--- src/rtl/mmio_console_pkg.sv ---
// Shared definitions for the memory-mapped console: transmitter states,
// core store-strobe encoding and default register addresses.
package console_pkg;

  typedef enum logic [1:0] {
    IDLE  = 2'd0,
    START = 2'd1,
    DATA  = 2'd2,
    STOP  = 2'd3
  } tx_state_t;

  localparam logic [1:0] MW_NONE = 2'b00;
  localparam logic [1:0] MW_B    = 2'b01;
  localparam logic [1:0] MW_H    = 2'b10;
  localparam logic [1:0] MW_W    = 2'b11;

  localparam logic [31:0] CONSOLE_TX_ADDR   = 32'h1000_0000;
  localparam logic [31:0] CONSOLE_STAT_ADDR = 32'h1000_0004;

endpackage

--- src/rtl/mmio_console_if.sv ---
// Core data-memory port as seen by the console: store strobe, address and
// data from the core, status read data and address-hit back to the core.
interface mmio_console_if;
  logic [1:0]  MemWrite;
  logic [31:0] DataAdr;
  logic [31:0] WriteData;
  logic [31:0] ReadData;
  logic        hit;

  modport master (output MemWrite, output DataAdr, output WriteData,
                  input  ReadData, input  hit);
  modport slave  (input  MemWrite, input  DataAdr, input  WriteData,
                  output ReadData, output hit);
endinterface

--- src/rtl/sync_fifo.sv ---
// Small single-clock FIFO with combinational read port; a push while full is
// accepted only when a pop frees a slot in the same cycle.
module sync_fifo #(
  parameter int WIDTH = 8,
  parameter int DEPTH = 8,
  localparam int AW   = $clog2(DEPTH)
) (
  input  logic             clk,
  input  logic             rst,
  input  logic             push,
  input  logic             pop,
  input  logic [WIDTH-1:0] din,
  output logic [WIDTH-1:0] dout,
  output logic             full,
  output logic             empty,
  output logic [AW:0]      count
);

  logic [WIDTH-1:0] mem [DEPTH];
  logic [AW-1:0]    wr_ptr_reg, rd_ptr_reg;
  logic [AW:0]      count_reg;
  logic             do_push, do_pop;

  assign empty   = (count_reg == '0);
  assign full    = (count_reg == (AW+1)'(DEPTH));
  assign count   = count_reg;
  assign dout    = mem[rd_ptr_reg];
  assign do_pop  = pop && !empty;
  assign do_push = push && (!full || do_pop);

  always_ff @(posedge clk) begin
    if (do_push) mem[wr_ptr_reg] <= din;
  end

  // Pointers are AW bits wide, so they wrap modulo DEPTH on their own.
  always_ff @(posedge clk) begin
    if (rst) begin
      wr_ptr_reg <= '0;
      rd_ptr_reg <= '0;
      count_reg  <= '0;
    end else begin
      if (do_push) wr_ptr_reg <= wr_ptr_reg + AW'(1);
      if (do_pop)  rd_ptr_reg <= rd_ptr_reg + AW'(1);
      case ({do_push, do_pop})
        2'b10:   count_reg <= count_reg + (AW+1)'(1);
        2'b01:   count_reg <= count_reg - (AW+1)'(1);
        default: count_reg <= count_reg;
      endcase
    end
  end

endmodule

--- src/rtl/mmio_console.sv ---
// Memory-mapped console: queues bytes stored to TX_ADDR and sends them as
// 8N1 UART frames; STAT_ADDR reads back full/busy/ovf and the queue depth.
module mmio_console
  import console_pkg::*;
#(
  parameter int          CLKS_PER_BIT = 16,
  parameter int          FIFO_DEPTH   = 8,
  parameter logic [31:0] TX_ADDR      = CONSOLE_TX_ADDR,
  parameter logic [31:0] STAT_ADDR    = CONSOLE_STAT_ADDR
) (
  input  logic           clk,
  input  logic           rst,
  mmio_console_if.slave  bus,
  output logic           tx
);

  localparam int            BW        = $clog2(CLKS_PER_BIT);
  localparam int            AW        = $clog2(FIFO_DEPTH);
  localparam logic [BW-1:0] BAUD_LAST = BW'(CLKS_PER_BIT - 1);

  tx_state_t     state_reg, state_next;
  logic [BW-1:0] baud_reg, baud_next;
  logic [2:0]    idx_reg, idx_next;
  logic [7:0]    shift_reg, shift_next;
  logic          tx_reg, tx_next;
  logic          ovf_reg;

  logic          tx_sel, stat_sel, tx_push, stat_store, drop, busy, baud_done;
  logic          fifo_pop, fifo_full, fifo_empty;
  logic [7:0]    fifo_dout;
  logic [AW:0]   fifo_count;

  assign tx_sel     = (bus.DataAdr == TX_ADDR);
  assign stat_sel   = (bus.DataAdr == STAT_ADDR);
  assign tx_push    = (bus.MemWrite != MW_NONE) && tx_sel;
  assign stat_store = (bus.MemWrite != MW_NONE) && stat_sel;
  assign drop       = tx_push && fifo_full && !fifo_pop;
  assign busy       = (state_reg != IDLE) || !fifo_empty;

  assign bus.hit      = tx_sel || stat_sel;
  assign bus.ReadData = stat_sel ? {16'h0, 8'(fifo_count), 5'h0, ovf_reg, busy, fifo_full}
                                 : 32'h0;
  assign tx           = tx_reg;

  sync_fifo #(.WIDTH(8), .DEPTH(FIFO_DEPTH)) u_fifo (
    .clk   (clk),
    .rst   (rst),
    .push  (tx_push),
    .pop   (fifo_pop),
    .din   (bus.WriteData[7:0]),
    .dout  (fifo_dout),
    .full  (fifo_full),
    .empty (fifo_empty),
    .count (fifo_count)
  );

  // A same-cycle overflow beats the clearing store.
  always_ff @(posedge clk) begin
    if (rst)             ovf_reg <= 1'b0;
    else if (drop)       ovf_reg <= 1'b1;
    else if (stat_store) ovf_reg <= 1'b0;
  end

  always_ff @(posedge clk) begin
    if (rst) begin
      state_reg <= IDLE;
      baud_reg  <= '0;
      idx_reg   <= '0;
      shift_reg <= '0;
      tx_reg    <= 1'b1;
    end else begin
      state_reg <= state_next;
      baud_reg  <= baud_next;
      idx_reg   <= idx_next;
      shift_reg <= shift_next;
      tx_reg    <= tx_next;
    end
  end

  assign baud_done = (baud_reg == BAUD_LAST);

  always_comb begin
    state_next = state_reg;
    baud_next  = baud_reg;
    idx_next   = idx_reg;
    shift_next = shift_reg;
    fifo_pop   = 1'b0;
    case (state_reg)
      IDLE: begin
        if (!fifo_empty) begin
          fifo_pop   = 1'b1;
          shift_next = fifo_dout;
          baud_next  = '0;
          idx_next   = '0;
          state_next = START;
        end
      end
      START: begin
        if (baud_done) begin
          baud_next  = '0;
          idx_next   = '0;
          state_next = DATA;
        end else begin
          baud_next = baud_reg + BW'(1);
        end
      end
      DATA: begin
        if (baud_done) begin
          baud_next  = '0;
          shift_next = shift_reg >> 1;
          idx_next   = idx_reg + 3'd1;
          if (idx_reg == 3'd7) state_next = STOP;
        end else begin
          baud_next = baud_reg + BW'(1);
        end
      end
      STOP: begin
        if (baud_done) begin
          baud_next  = '0;
          state_next = IDLE;
        end else begin
          baud_next = baud_reg + BW'(1);
        end
      end
      default: state_next = IDLE;
    endcase
  end

  // The line level is registered from the next state, so it changes on the
  // same edge as the state and never sees the bus inputs combinationally.
  always_comb begin
    tx_next = 1'b1;
    case (state_next)
      START:   tx_next = 1'b0;
      DATA:    tx_next = shift_next[0];
      default: tx_next = 1'b1;
    endcase
  end

endmodule

--- src/flat_wrapper.sv ---
// flat-port wrapper written by rule: the top's interface ports become plain ports
module mmio_console_flat import console_pkg::*;
#(
  parameter int          CLKS_PER_BIT = 16,
  parameter int          FIFO_DEPTH   = 8,
  parameter logic [31:0] TX_ADDR      = CONSOLE_TX_ADDR,
  parameter logic [31:0] STAT_ADDR    = CONSOLE_STAT_ADDR
)
  (clk, rst, tx, bus_MemWrite, bus_DataAdr, bus_WriteData, bus_ReadData, bus_hit);
  mmio_console_if bus_i ();
  input  logic clk;
  input  logic rst;
  output logic tx;
  input wire logic [$bits(bus_i.MemWrite)-1:0] bus_MemWrite;
  input wire logic [$bits(bus_i.DataAdr)-1:0] bus_DataAdr;
  input wire logic [$bits(bus_i.WriteData)-1:0] bus_WriteData;
  output wire logic [$bits(bus_i.ReadData)-1:0] bus_ReadData;
  output wire logic [$bits(bus_i.hit)-1:0] bus_hit;
  assign bus_i.MemWrite = bus_MemWrite;
  assign bus_i.DataAdr = bus_DataAdr;
  assign bus_i.WriteData = bus_WriteData;
  assign bus_ReadData = bus_i.ReadData;
  assign bus_hit = bus_i.hit;
  mmio_console #(.CLKS_PER_BIT(CLKS_PER_BIT), .FIFO_DEPTH(FIFO_DEPTH), .TX_ADDR(TX_ADDR), .STAT_ADDR(STAT_ADDR)) u_core (.clk(clk), .rst(rst), .bus(bus_i), .tx(tx));
endmodule
--- config.mk ---
export PLATFORM = sky130hd
export DESIGN_NAME = mmio_console_flat
export DESIGN_NICKNAME = d
export VERILOG_FILES = /design/src/rtl/mmio_console_pkg.sv /design/src/rtl/mmio_console_if.sv /design/src/rtl/sync_fifo.sv /design/src/rtl/mmio_console.sv /design/src/flat_wrapper.sv
export SDC_FILE = /design/constraint.sdc
export NUM_CORES = 1
export LEC_CHECK = 0
export ABC_AREA = 0
export CORE_MARGIN = 5
export CORE_UTILIZATION = 30
export CTS_CLUSTER_DIAMETER = 30
export DETAILED_ROUTE_END_ITERATION = 10
export PLACE_DENSITY = 0.58
export RECOVER_POWER = 50
export SLEW_MARGIN = 20
export SYNTH_ARGS = -nofsm -noshare
export SYNTH_HDL_FRONTEND = slang
export SYNTH_SLANG_ARGS = --single-unit
export TNS_END_PERCENT = 1
--- constraint.sdc ---
create_clock -name clk -period 3.5 [get_ports clk]
set_input_delay 0.7 -clock clk [delete_from_list [all_inputs] [get_ports clk]]
set_output_delay 0.7 -clock clk [all_outputs]
set_load 0.03 [all_outputs]
# ---- Yosys cells after proc, flatten, opt, wreduce, memory -nomap -nowiden
# Memories as Yosys holds them, arrays and structs flattened. A register that Yosys moved wholly into a read port is not among the register bits.
# Index checks and enable logic that the tools add are counted.
dict set report classes {
  addsub 6
  eq_ne 15
  mux 27
  n_reduce_logical 23
}
# cell count
set op_table {}
lappend op_table {{32-bit by 29-bit equality test with 1-bit output (second input constant)} 2}
lappend op_table {{8-bit 2-to-1 mux} 2}
lappend op_table {{4-bit case mux with 2 select lines} 2}
lappend op_table {{8-bit case mux with 2 select lines} 1}
lappend op_table {{3-bit 2-to-1 mux} 5}
lappend op_table {{12-bit 2-to-1 mux} 1}
lappend op_table {{2-bit 2-to-1 mux} 5}
lappend op_table {{2-bit nonzero test} 5}
lappend op_table {{3-bit by 1-bit adder with 3-bit output (second input constant)} 3}
lappend op_table {{3-bit case mux with 3 select lines} 1}
lappend op_table {{4-bit by 1-bit adder with 4-bit output (second input constant)} 2}
lappend op_table {{2-bit equality test (second input constant)} 4}
lappend op_table {{4-bit equality test (second input constant)} 2}
lappend op_table {{4-bit 2-to-1 mux} 2}
lappend op_table {{2-bit case mux with 4 select lines} 1}
lappend op_table {{2-bit by 1-bit equality test with 1-bit output (second input constant)} 3}
lappend op_table {{1-bit logical AND} 6}
lappend op_table {{1-bit 2-to-1 mux} 6}
lappend op_table {{4-bit logical NOT} 1}
lappend op_table {{2-bit by 1-bit inequality test with 1-bit output (second input constant)} 2}
lappend op_table {{4-bit AND reduction} 1}
lappend op_table {{4-bit by 1-bit subtractor with 4-bit output (second input constant)} 1}
lappend op_table {{3-bit equality test (second input constant)} 1}
lappend op_table {{1-bit logical NOT} 3}
lappend op_table {{7 further kinds} 9}
dict set report word_totals {
  ff_bits 29
  ram_bits 64
  inputBits 68
  elab_cells 82
  n_memories 1
}
# memory depth width rd rd_clocked_by_memory_dff wr line
set mem_list {}
lappend mem_list {u_core.u_fifo.mem 8 8 1 1 1 sync_fifo.sv:19} ;# logic [WIDTH-1:0] mem [DEPTH];

# ---- Logic depth before layout (Yosys ltp)
# Gate-level depths: netlist of run 1.
dict set report logic_depth {
  depth_word 8
  ltp_mapped 12
}

# ---- Hierarchy
# Synthesis of run 1 repeated with hierarchy kept, for this count alone.
dict set report unflattened {
  hier_cells 329
  hier_area_um2 4488.1
}
# module n_inst cells_each area_per_inst_um2 seq_area_each_um2
set modules_own_cells {}
lappend modules_own_cells {sync_fifo 1 176 3203.1 2182.1}
lappend modules_own_cells {mmio_console 1 153 1285.0 380.4}

# ---- Least setup slack after synthesis of run 1
# OpenSTA, ideal clock, no wires.
dict set report synth_timing {
  path_kind {input -> register}
  startpoint {in bus_DataAdr[14]}
  endpoint {reg u_core.u_fifo.count_reg[2] (netlist: u_core.u_fifo.count[2])}
  t_arrival_ps 3104
  required_time_ps 3430
  path_slack_ps 326
  cell_stages 11
  n_path_buf 1
  cell_sequence {nor4_2 -> nand4_2 -> or4_1 -> buf_6 -> ha_1 -> xor2_1 -> ha_1 -> a21oi_1 -> xor2_1 -> or3_1 -> a21oi_1}
}
dict set report synth_between {
  elab_chain_len 5
  elab_cells_between_ends 7
  classes_between {3 x eq/ne; 1 x mux; 3 x reduce/logical}
}
# item line
set synth_lines {}
lappend synth_lines {{from (decl)} flat_wrapper.sv:15} ;# input wire logic [$bits(bus_i.DataAdr)-1:0] bus_DataAdr;
lappend synth_lines {{32-bit by 29-bit equality test with 1-bit output *} mmio_console.sv:33} ;# assign tx_sel = (bus.DataAdr == TX_ADDR);
lappend synth_lines {{1-bit logical AND *} mmio_console.sv:35} ;# assign tx_push = (bus.MemWrite != MW_NONE) && tx_sel;
lappend synth_lines {{1-bit logical AND *} sync_fifo.sv:29} ;# assign do_push = push && (!full || do_pop);
lappend synth_lines {{2-bit by 1-bit equality test with 1-bit output / 2-bit equality test (equally long branches)} sync_fifo.sv:44} ;# case ({do_push, do_pop})
lappend synth_lines {{4-bit case mux with 2 select lines / 2-bit nonzero test (equally long branches)} --}
lappend synth_lines {{to (signal assigned)} sync_fifo.sv:45} ;# 2'b10: count_reg <= count_reg + (AW+1)'(1);
lappend synth_lines {{to (signal assigned)} sync_fifo.sv:46} ;# 2'b01: count_reg <= count_reg - (AW+1)'(1);
lappend synth_lines {{to (signal assigned)} sync_fifo.sv:47} ;# default: count_reg <= count_reg;
lappend synth_lines {{to (decl)} sync_fifo.sv:21} ;# logic [AW:0] count_reg;
# Mark *: on every way between the ends. The rest lies on a longest branch, timed or not.
# A chain may end at the register's enable or synchronous reset.

# ---- Final worst setup path of run 1
dict set report layout_timing {
  startpoint {in bus_DataAdr[9]}
  endpoint {out bus_hit}
}
dict set report layout_between {
  elab_chain_len 2
  elab_cells_between_ends 3
  classes_between {2 x eq/ne; 1 x reduce/logical}
}
# item line
set layout_lines {}
lappend layout_lines {{32-bit by 29-bit equality test with 1-bit output (on tied branches)} {mmio_console.sv:33, mmio_console.sv:34}}
lappend layout_lines {{1-bit logical OR *} mmio_console.sv:40} ;# assign bus.hit = tx_sel || stat_sel;
lappend layout_lines {{to (decl)} flat_wrapper.sv:18} ;# output wire logic [$bits(bus_i.hit)-1:0] bus_hit;
# Marks and branches as above.

==> results of run 1 <==
-- cell usage after synthesis, drive strengths merged (2+ instances only) --
cell type,n,area [um^2]
inv,3,11.3
or3,5,31.3
clkbuf,8,30.0
edfxtp,64,1920
nor3,7,35.0
nand3b,2,15.0
or4,2,15.0
nand2,10,37.5
o22ai,8,50.1
a21oi,9,45.0
buf,31,220
and2,6,37.5
mux2,3,33.8
nor2,22,85.1
xor2,5,43.8
a22oi,8,65.1
nand3,9,45.0
o2bb2ai,2,17.5
nor4b,4,62.6
nor4,13,136
o21bai,2,15.0
nand4,2,25.0
nand2b,4,25.0
a211oi,2,15.0
mux2i,11,110
mux4,16,360
o21ai,6,30.0
and3,2,12.5
nor2b,2,12.5
ha,8,100
dfxtp,32,641
-- layout by cell type, fill, tap and decap left out, types with 3 or more instances in the layout --
master / synthesis / final
mux2i_1: 11 / 11
nor4_1: 7 / 7
nor3_1: 7 / 7
or3_1: 5 / 5
dlygate4sd3_1: 0 / 9
mux4_2: 16 / 16
xor2_1: 5 / 5
conb_1: 1 / 25
o22ai_1: 8 / 8
nor4_2: 4 / 4
nor2_1: 21 / 21
nand2_1: 10 / 10
a21oi_1: 9 / 9
nand3_1: 9 / 9
a22oi_1: 7 / 7
buf_4: 25 / 23
o21ai_0: 5 / 5
edfxtp_1: 64 / 64
clkdlybuf4s50_1: 0 / 36
dfxtp_1: 32 / 32
and2_1: 5 / 5
clkbuf_16: 0 / 9
nand2b_1: 4 / 4
ha_1: 8 / 8
clkbuf_1: 8 / 3
inv_1: 3 / 3
-- per-stage QoR --
step           util, %  total power [mW]  std cells
2_1_floorplan        -              1.30        343
3_3_place_gp      35.2              1.34        557
3_5_place_dp      35.2              1.34        557
4_1_cts           37.3              2.33        573
5_1_grt           37.3              2.37        573
6_report          37.3              2.30        573
-- layer usage --
| metal | track usage (%) | up-vias | routed length (um) |
|---|---|---|---|
| li1 | - | 1306 | - |
| met1 | 13.3 | 1327 | 3810 |
| met2 | 18.7 | 57 | 4470 |
| met3 | 2.80 | 8 | 366 |
| met4 | 3.51 | 0 | 97 |
| met5 | 0 | - | 0 |
-- cells by family after synthesis --
family,count (synthesis),synth area share (%)
flip-flops,96,58.5
other,1,0.0856
adder cells (fa/ha/maj),8,2.29
AO/OA/AOI/OAI,42,6.43
multiplexers,30,11.5
AND/OR/NAND/NOR,94,14.0
XOR/XNOR,6,1.20
buffers and inverters,42,5.97
-- cell type report --
cell class              instances  share of cell area [%]
clock inverters                 5                    1.19
clock buffers                  11                    4.33
inverters                       3                   0.210
multi-input cells             205                    30.6
well taps                     184                    4.28
flip-flops and latches         96                    47.7
repair buffers                 69                    11.7
-- worst paths after layout --
check | from | slack, ns | endpoint | depth (start not counted)
hold reg to reg | u_core.idx_reg[1]$_SDFFE_PP0P_ | 0.47 | u_core.idx_reg[1]$_SDFFE_PP0P_ | 2
hold / removal | u_core.idx_reg[1]$_SDFFE_PP0P_ | 0.47 | u_core.idx_reg[1]$_SDFFE_PP0P_ | 2
setup reg to reg | u_core.u_fifo.count[0]$_SDFFE_PP0P_ | 0.89 | u_core.u_fifo.count[2]$_SDFFE_PP0P_ | 10
setup / recovery | bus_DataAdr[9] | 0.25 | bus_hit | 6
-- critical path, stage by stage --
cell and delay, ns:
clkdlybuf4s50_1 0.41, nor4_2 0.35, nand4_2 0.16, buf_4 0.18, nor2_1 0.08, clkdlybuf4s50_1 0.68
-- power by group --
group / internal, mW / leakage, nW / total, mW / switching, mW
combinational: 0.0455 / 0.841 / 0.111 / 0.0658
sequential: 1.21 / 0.833 / 1.21 / 0.00000000213
clock: 0.561 / 0.141 / 0.983 / 0.422
total: 1.81 / 1.81 / 2.30 / 0.487
==> results.ini, run 1 <==
[synthesis]
ys_ff_latch=96
yosysSeqAreaShare_pct=58.5
yosys_warnings=0
syn_inst=319
syn_avg_cell_area_um2=13.7
synth_top_flop_cell=edfxtp_1
ys_types=54
synth.cell_area_um2=4380
synth_edf_count=64
async_reset_ff_share_pct=0

[routing]
wire_per_inst_um=15.3
ant_nets=0
first_pass_iters=4
num_vias=2698
routed_wl_um=8740
drtIter0Drc=209
drc=0
via_per_inst=4.71

[timing]
rsz0062_at_grt=false
holdWs_ns=0.469
tightest_slew_ns=1.36
drv_slew=0
setup-tns-final_ns=0
fin_ws_ns=0.247
hold_viol_final=0
setup_violations=0
max_freq_ghz=0.307
fin_skew_ns=0.00509
maxSlewHeadroom_pct=9.59
min_period_ns=3.25
period_share_pct=93.0

[worst_setup_path]
required_ns=2.80
path_class=input pin to output pin
critPathMaxFanout=6
arrival_ns=2.55
cp-start-kind=input pin
cp-end-kind=output pin

[global_route]
grt_remaining_overflow=0
grt_pass1_wl_um=14200
antenna_found_initial=0
track_usage_pct=10.9
grt_pass1_vias=2765
grt_start_max_net_pins=32

[layout]
regArea_um2=2560
final_cell_area_um2=5370
n_antenna_cell=0
nFillCells=1384
syn2layout_area_growth_pct=22.7
multi_input_area_um2=1650
drive_gt1_share_pct=18.0
largest_register_ffs=64
fin_nets=460

[clocking]
cts_root_buffer=clkbuf_16
cts_made_buffers=9
cts_max_level=3
cts_resized=0
cts_buffer_depth=2
cts_setup_buffers=0
clk_latency_ns=0.34
cts_tree=done
cts.sinks=96
clkTransAtPathRegs_ns=0.06
ctsHoldBuffers=0

[floorplanning]
start_util_pct=30.4
dieWidth_um=131
die_area_um2=17100
core_um2=14400
io_pins=102
rows=44
dieHeight_um=131

[place]
dpl-instance-area_um2=5080
pre_cts_slack_ns=-0.0432
hpwl_um=6140
place.gp.congestion=0.771
portBuffers=52

[job]
drv_cap=0

[pwr]
cellPowerDensity_nw_per_um2=428
leakage_nw=1.81
ir_worst_vdd_mv=0.288

[hold_path]
hp-class=flip-flop to flip-flop

[run_status]
outcome=completed

Note: power is estimated with default switching activity, not from simulation.
==> run 2: changes to the inputs <==
MAX_ROUTING_LAYER = met4   (was unset)
==> run 2 against run 1 <==
Effect of this change:
- total power about the same
- critical path depth unchanged
- register-to-register slack about the same
- clock skew up 0.0012 ns
- largest cell class unchanged
- highest routed layer unchanged
==> results.ini, run 2 (synthesis gave the netlist of run 1 again) <==
[run_status]
outcome=completed

[floorplanning]
rows=44  ; unchanged
start_util_pct=30.4  ; unchanged
dieWidth_um=131  ; unchanged
core_um2=14400  ; unchanged
dieHeight_um=131  ; unchanged
die_area_um2=17100  ; unchanged
io_pins=102  ; unchanged

[clocking]
ctsHoldBuffers=0  ; unchanged
clkTransAtPathRegs_ns=0.06  ; about the same
cts_buffer_depth=2  ; unchanged
cts_max_level=3  ; unchanged
cts_resized=0  ; unchanged
cts_root_buffer=clkbuf_16
clk_latency_ns=0.34  ; about the same
cts_made_buffers=9  ; unchanged
cts.sinks=96  ; unchanged
cts_setup_buffers=0  ; unchanged
cts_tree=done

[global_route]
antenna_found_initial=0  ; unchanged
grt_remaining_overflow=0  ; unchanged
grt_pass1_wl_um=14200  ; about the same
track_usage_pct=11.2  ; +0.32 points
grt_pass1_vias=2768  ; +0.11%
grt_start_max_net_pins=32  ; unchanged

[timing]
holdWs_ns=0.472  ; +0.00288 ns
rsz0062_at_grt=false
hold_viol_final=0  ; unchanged
min_period_ns=3.25  ; unchanged
drv_slew=0  ; unchanged
setup-tns-final_ns=0  ; unchanged
maxSlewHeadroom_pct=11.6  ; +2.0 points
period_share_pct=93.0  ; unchanged
max_freq_ghz=0.307  ; unchanged
setup_violations=0  ; unchanged
tightest_slew_ns=1.33  ; -0.0304 ns
fin_skew_ns=0.00627  ; +0.00118 ns

[worst_setup_path]
crit_path_frequent_cell=clkdlybuf4s50_1
rr_worst_depth=10  ; unchanged
critPathMaxFanout=6  ; unchanged
max_stage_delay_ns=0.68  ; about the same
regToRegEndpoint=u_core.u_fifo.count[2]$_SDFFE_PP0P_
required_ns=2.80  ; about the same
reg2reg_slack_ns=0.89  ; about the same
cp_cell_sequence=clkdlybuf4s50_1 > nor4_2 > nand4_2 > buf_4 > nor2_1 > clkdlybuf4s50_1
cp-end-kind=output pin
arrival_ns=2.55  ; about the same
cp-start-kind=input pin
path_class=input pin to output pin
r2r_start=u_core.u_fifo.count[0]$_SDFFE_PP0P_
crit_slowest_cell=clkdlybuf4s50_1

[routing]
drc=0  ; unchanged
routed_wl_um=8720  ; -0.31%
via_per_inst=4.69  ; -0.37%
ant_nets=0  ; unchanged
drtIter0Drc=200  ; -4.3%
first_pass_iters=4  ; unchanged
wire_per_inst_um=15.2  ; -0.31%
num_vias=2688  ; -0.37%

[place]
place.gp.congestion=0.781  ; +1.3%
portBuffers=52  ; unchanged
dp_cells=557  ; unchanged
hpwl_um=6140  ; unchanged

[hold_path]
min_to=u_core.idx_reg[1]$_SDFFE_PP0P_
hp-class=flip-flop to flip-flop
worstHoldStart=u_core.idx_reg[1]$_SDFFE_PP0P_
whs_path_depth=2  ; unchanged

[layout]
n_antenna_cell=0  ; unchanged
drive_gt1_share_pct=18.0  ; unchanged
utilization_pct=37.3  ; unchanged
largest_register_ffs=64  ; unchanged
final_common_cell=edfxtp_1
fin_nets=460  ; unchanged
final-instance-count-excl-fill=573  ; unchanged
syn2layout_area_growth_pct=22.7  ; unchanged
layout_common_cells=edfxtp_1 (64), clkdlybuf4s50_1 (36), dfxtp_1 (32)

[pwr]
ir_worst_vdd_mv=0.288  ; about the same
leakage_nw=1.81  ; unchanged
finalPower_mw=2.30  ; about the same
cellPowerDensity_nw_per_um2=428  ; about the same

[job]
drv_cap=0  ; unchanged

==> run 2: cell counts in the layout (fill, tap and decap cells not counted) <==
No cell type changed its count.
==> run 2: worst max-delay path: cells and delay by family <==
family / cells / cell delay, ns
buf+inv: 3 / 1.27
simple gates: 3 / 0.59
==> run 2: where the power goes <==
group | switching, mW | internal (mW) | leakage [nW] | total, mW
registers | 0.00000000213 | 1.21 | 0.833 | 1.21
clock network | 0.419 | 0.561 | 0.141 | 0.980
logic | 0.0657 | 0.0455 | 0.841 | 0.111
total | 0.485 | 1.81 | 1.81 | 2.30
==> run 2: cell type report <==
type	instances	area, um^2
Fill cell	1384	9050
Tap cell	184	230
Timing Repair Buffer	69	627
Inverter	3	11.3
Multi-Input combinational cell	205	1650
Sequential cell	96	2560
Clock buffer	11	233
Clock inverter	5	63.8
==> run 2: worst max-delay path by stage <==
stage | from | slack, ns | end | cells past startpoint
final | bus_DataAdr[9] | 0.25 | bus_hit | 6
after global placement | bus_DataAdr[9] | 0.01 | u_core.u_fifo.count[2]$_SDFFE_PP0P_ | 11
after CTS | bus_DataAdr[9] | 0.22 | bus_hit | 6
after detailed placement | bus_DataAdr[9] | -0.04 | u_core.u_fifo.count[2]$_SDFFE_PP0P_ | 11
after floorplan | bus_DataAdr[14] | 0.33 | u_core.u_fifo.count[2]$_SDFFE_PP0P_ | 11
after global routing | bus_DataAdr[9] | 0.12 | bus_hit | 6
==> run 2: through the flow <==
step	area, um^2	setup slack [ns]
floorplan	4470	0.326
global placement	5080	0.0121
detailed placement	5080	-0.0432
CTS	5380	0.220
global route	5370	0.123
finish	5370	0.247
==> run 2: routing by layer <==
layer	up-vias	GRT usage (%)	share of wire [%]
met5	-	-	0
met4	0	2.78	0.60
met3	5	3.29	4.9
met2	68	18.7	51
met1	1308	13.3	43
li1	1307	-	-
==> run 3: changes to the inputs <==
CAP_MARGIN = 20   (was unset)
CORE_UTILIZATION = 50   (was 30)
PLACE_DENSITY = 0.85   (was 0.58)
==> run 3 against run 2 <==
Effect of this change:
- sequential share of layout area up 1.6 points
- cell count down 13%
- final area down 3.3%
- non-clock buffer count up 1
- sequential cell count unchanged
- first-iteration DRC count down 33%
- combinational power about the same
- core utilization up 23 points
- setup slack worse by 0.0057 ns
- routed wire length down 6.9%
==> results.ini, run 3 (synthesis gave the netlist of run 1 again) <==
[timing]
max_freq_ghz=0.307  ; -0.17%
rsz0062_at_grt=false
period_share_pct=93.1  ; +0.16 points
maxSlewHeadroom_pct=48.5  ; +37 points
setup_violations=0  ; unchanged
drv_slew=0  ; unchanged
fin_ws_ns=0.241  ; -0.00568 ns
fin_skew_ns=0.0104  ; +0.00417 ns
tightest_slew_ns=0.772  ; -0.554 ns
hold_viol_final=0  ; unchanged
min_period_ns=3.26  ; +0.00568 ns

[routing]
via_per_inst=5.46  ; +16%
wire_per_inst_um=16.3  ; +7.1%
ant_nets=0  ; unchanged
num_vias=2720  ; +1.2%
first_pass_iters=4  ; unchanged
routed_wl_um=8110  ; -6.9%
drtIter0Drc=135  ; -33%
drc=0  ; unchanged

[floorplanning]
io_pins=102  ; unchanged
die_area_um2=10700  ; -37%
dieWidth_um=104  ; -21%
core_um2=8640  ; -40%
start_util_pct=50.7  ; +20 points
rows=34  ; -23%
dieHeight_um=104  ; -21%

[place]
hpwl_um=5830  ; -5.0%
dpl-instance-area_um2=5000  ; -1.6%
portBuffers=52  ; unchanged
pre_cts_slack_ns=-0.0583  ; -0.0151 ns
place.gp.congestion=0.794  ; +1.7%

[run_status]
outcome=completed

[global_route]
track_usage_pct=15.3  ; +4.1 points
antenna_found_initial=0  ; unchanged
grt_remaining_overflow=0  ; unchanged
grt_start_max_net_pins=18  ; -44%
grt_pass1_wl_um=12900  ; -8.9%
grt_pass1_vias=2645  ; -4.4%

[clocking]
cts_tree=done
clkTransAtPathRegs_ns=0.09  ; +0.03 ns
cts_max_level=3  ; unchanged
cts_buffer_depth=2  ; unchanged
cts_root_buffer=clkbuf_8
cts_made_buffers=9  ; unchanged
ctsHoldBuffers=0  ; unchanged
clk_latency_ns=0.36  ; +0.02 ns
cts.sinks=96  ; unchanged

[job]
drv_cap=0  ; unchanged

[worst_setup_path]
arrival_ns=2.56  ; about the same
cp-start-kind=input pin
required_ns=2.80  ; about the same
path_class=input pin to output pin
critPathMaxFanout=6  ; unchanged
cp-end-kind=output pin

[pwr]
ir_worst_vdd_mv=0.318  ; +10%
cellPowerDensity_nw_per_um2=394  ; -7.9%
leakage_nw=1.79  ; -1.3%

[layout]
syn2layout_area_growth_pct=18.7
layout_common_cells=edfxtp_1 (64), clkdlybuf4s50_1 (35), dfxtp_1 (32)
largest_register_ffs=64  ; unchanged
fin_nets=461  ; +0.22%
final_cell_area_um2=5200  ; -3.3%
drive_gt1_share_pct=17.9  ; -0.046 points
n_antenna_cell=0  ; unchanged
final_common_cell=edfxtp_1

[hold_path]
hp-class=flip-flop to flip-flop

==> run 3: critical path, stage by stage <==
cell and delay, ns:
clkdlybuf4s50_1 0.41, nor4_2 0.37, nand4_2 0.14, buf_4 0.17
nor2_1 0.09, clkdlybuf4s50_1 0.67
==> run 3: cell type report <==
type	count	area (um^2)
Clock buffer	9	124
Multi-Input combinational cell	205	1650
Sequential cell	96	2560
Clock inverter	7	77.6
Timing Repair Buffer	70	641
Inverter	3	11.3
Fill cell	643	3440
Tap cell	108	135
==> run 3: metrics by stage <==
step	setup TNS (ns)	power [mW]	hold WS [ns]	instances	util, %
6_report	0	2.05	0.477	498	60.2
5_1_grt	0	2.12	0.522	498	60.2
2_1_floorplan	0	1.30	0.445	343	-
3_5_place_dp	-0.110	1.34	0.467	482	57.9
4_1_cts	0	2.07	0.480	498	60.2
3_3_place_gp	0	1.34	0.451	482	57.9
==> run 3: power breakdown <==
| group | total (mW) | internal, mW | switching (mW) |
|---|---|---|---|
| Clock | 0.730 | 0.338 | 0.392 |
| Sequential | 1.21 | 1.21 | 0.00000000203 |
| Combinational | 0.112 | 0.0454 | 0.0662 |
| Total | 2.05 | 1.59 | 0.458 |
==> run 3: metal layers <==
layer  GRT usage [%]  vias to the layer above  wire length (um)
li1                -                     1306                 -
met1            18.2                     1314              3430
met2            25.6                       91              4130
met3            3.48                        9               441
met4            5.15                        0               111
met5               -                        -                 0
==> run 3: final timing paths <==
check / from / slack [ns] / endpoint / cells past startpoint
worst max register to register: u_core.u_fifo.count[0]$_SDFFE_PP0P_ / 0.84 / u_core.u_fifo.count[2]$_SDFFE_PP0P_ / 10
worst max-delay path: bus_DataAdr[9] / 0.24 / bus_hit / 6
worst min-delay path: u_core.idx_reg[2]$_SDFFE_PP0P_ / 0.48 / u_core.idx_reg[2]$_SDFFE_PP0P_ / 2
worst min register to register: u_core.idx_reg[2]$_SDFFE_PP0P_ / 0.48 / u_core.idx_reg[2]$_SDFFE_PP0P_ / 2
==> run 3: repair_timing <==
action	CTS	global route
resized for setup	1	1
buffers inserted	0	0
setup endpoints to repair	1	1
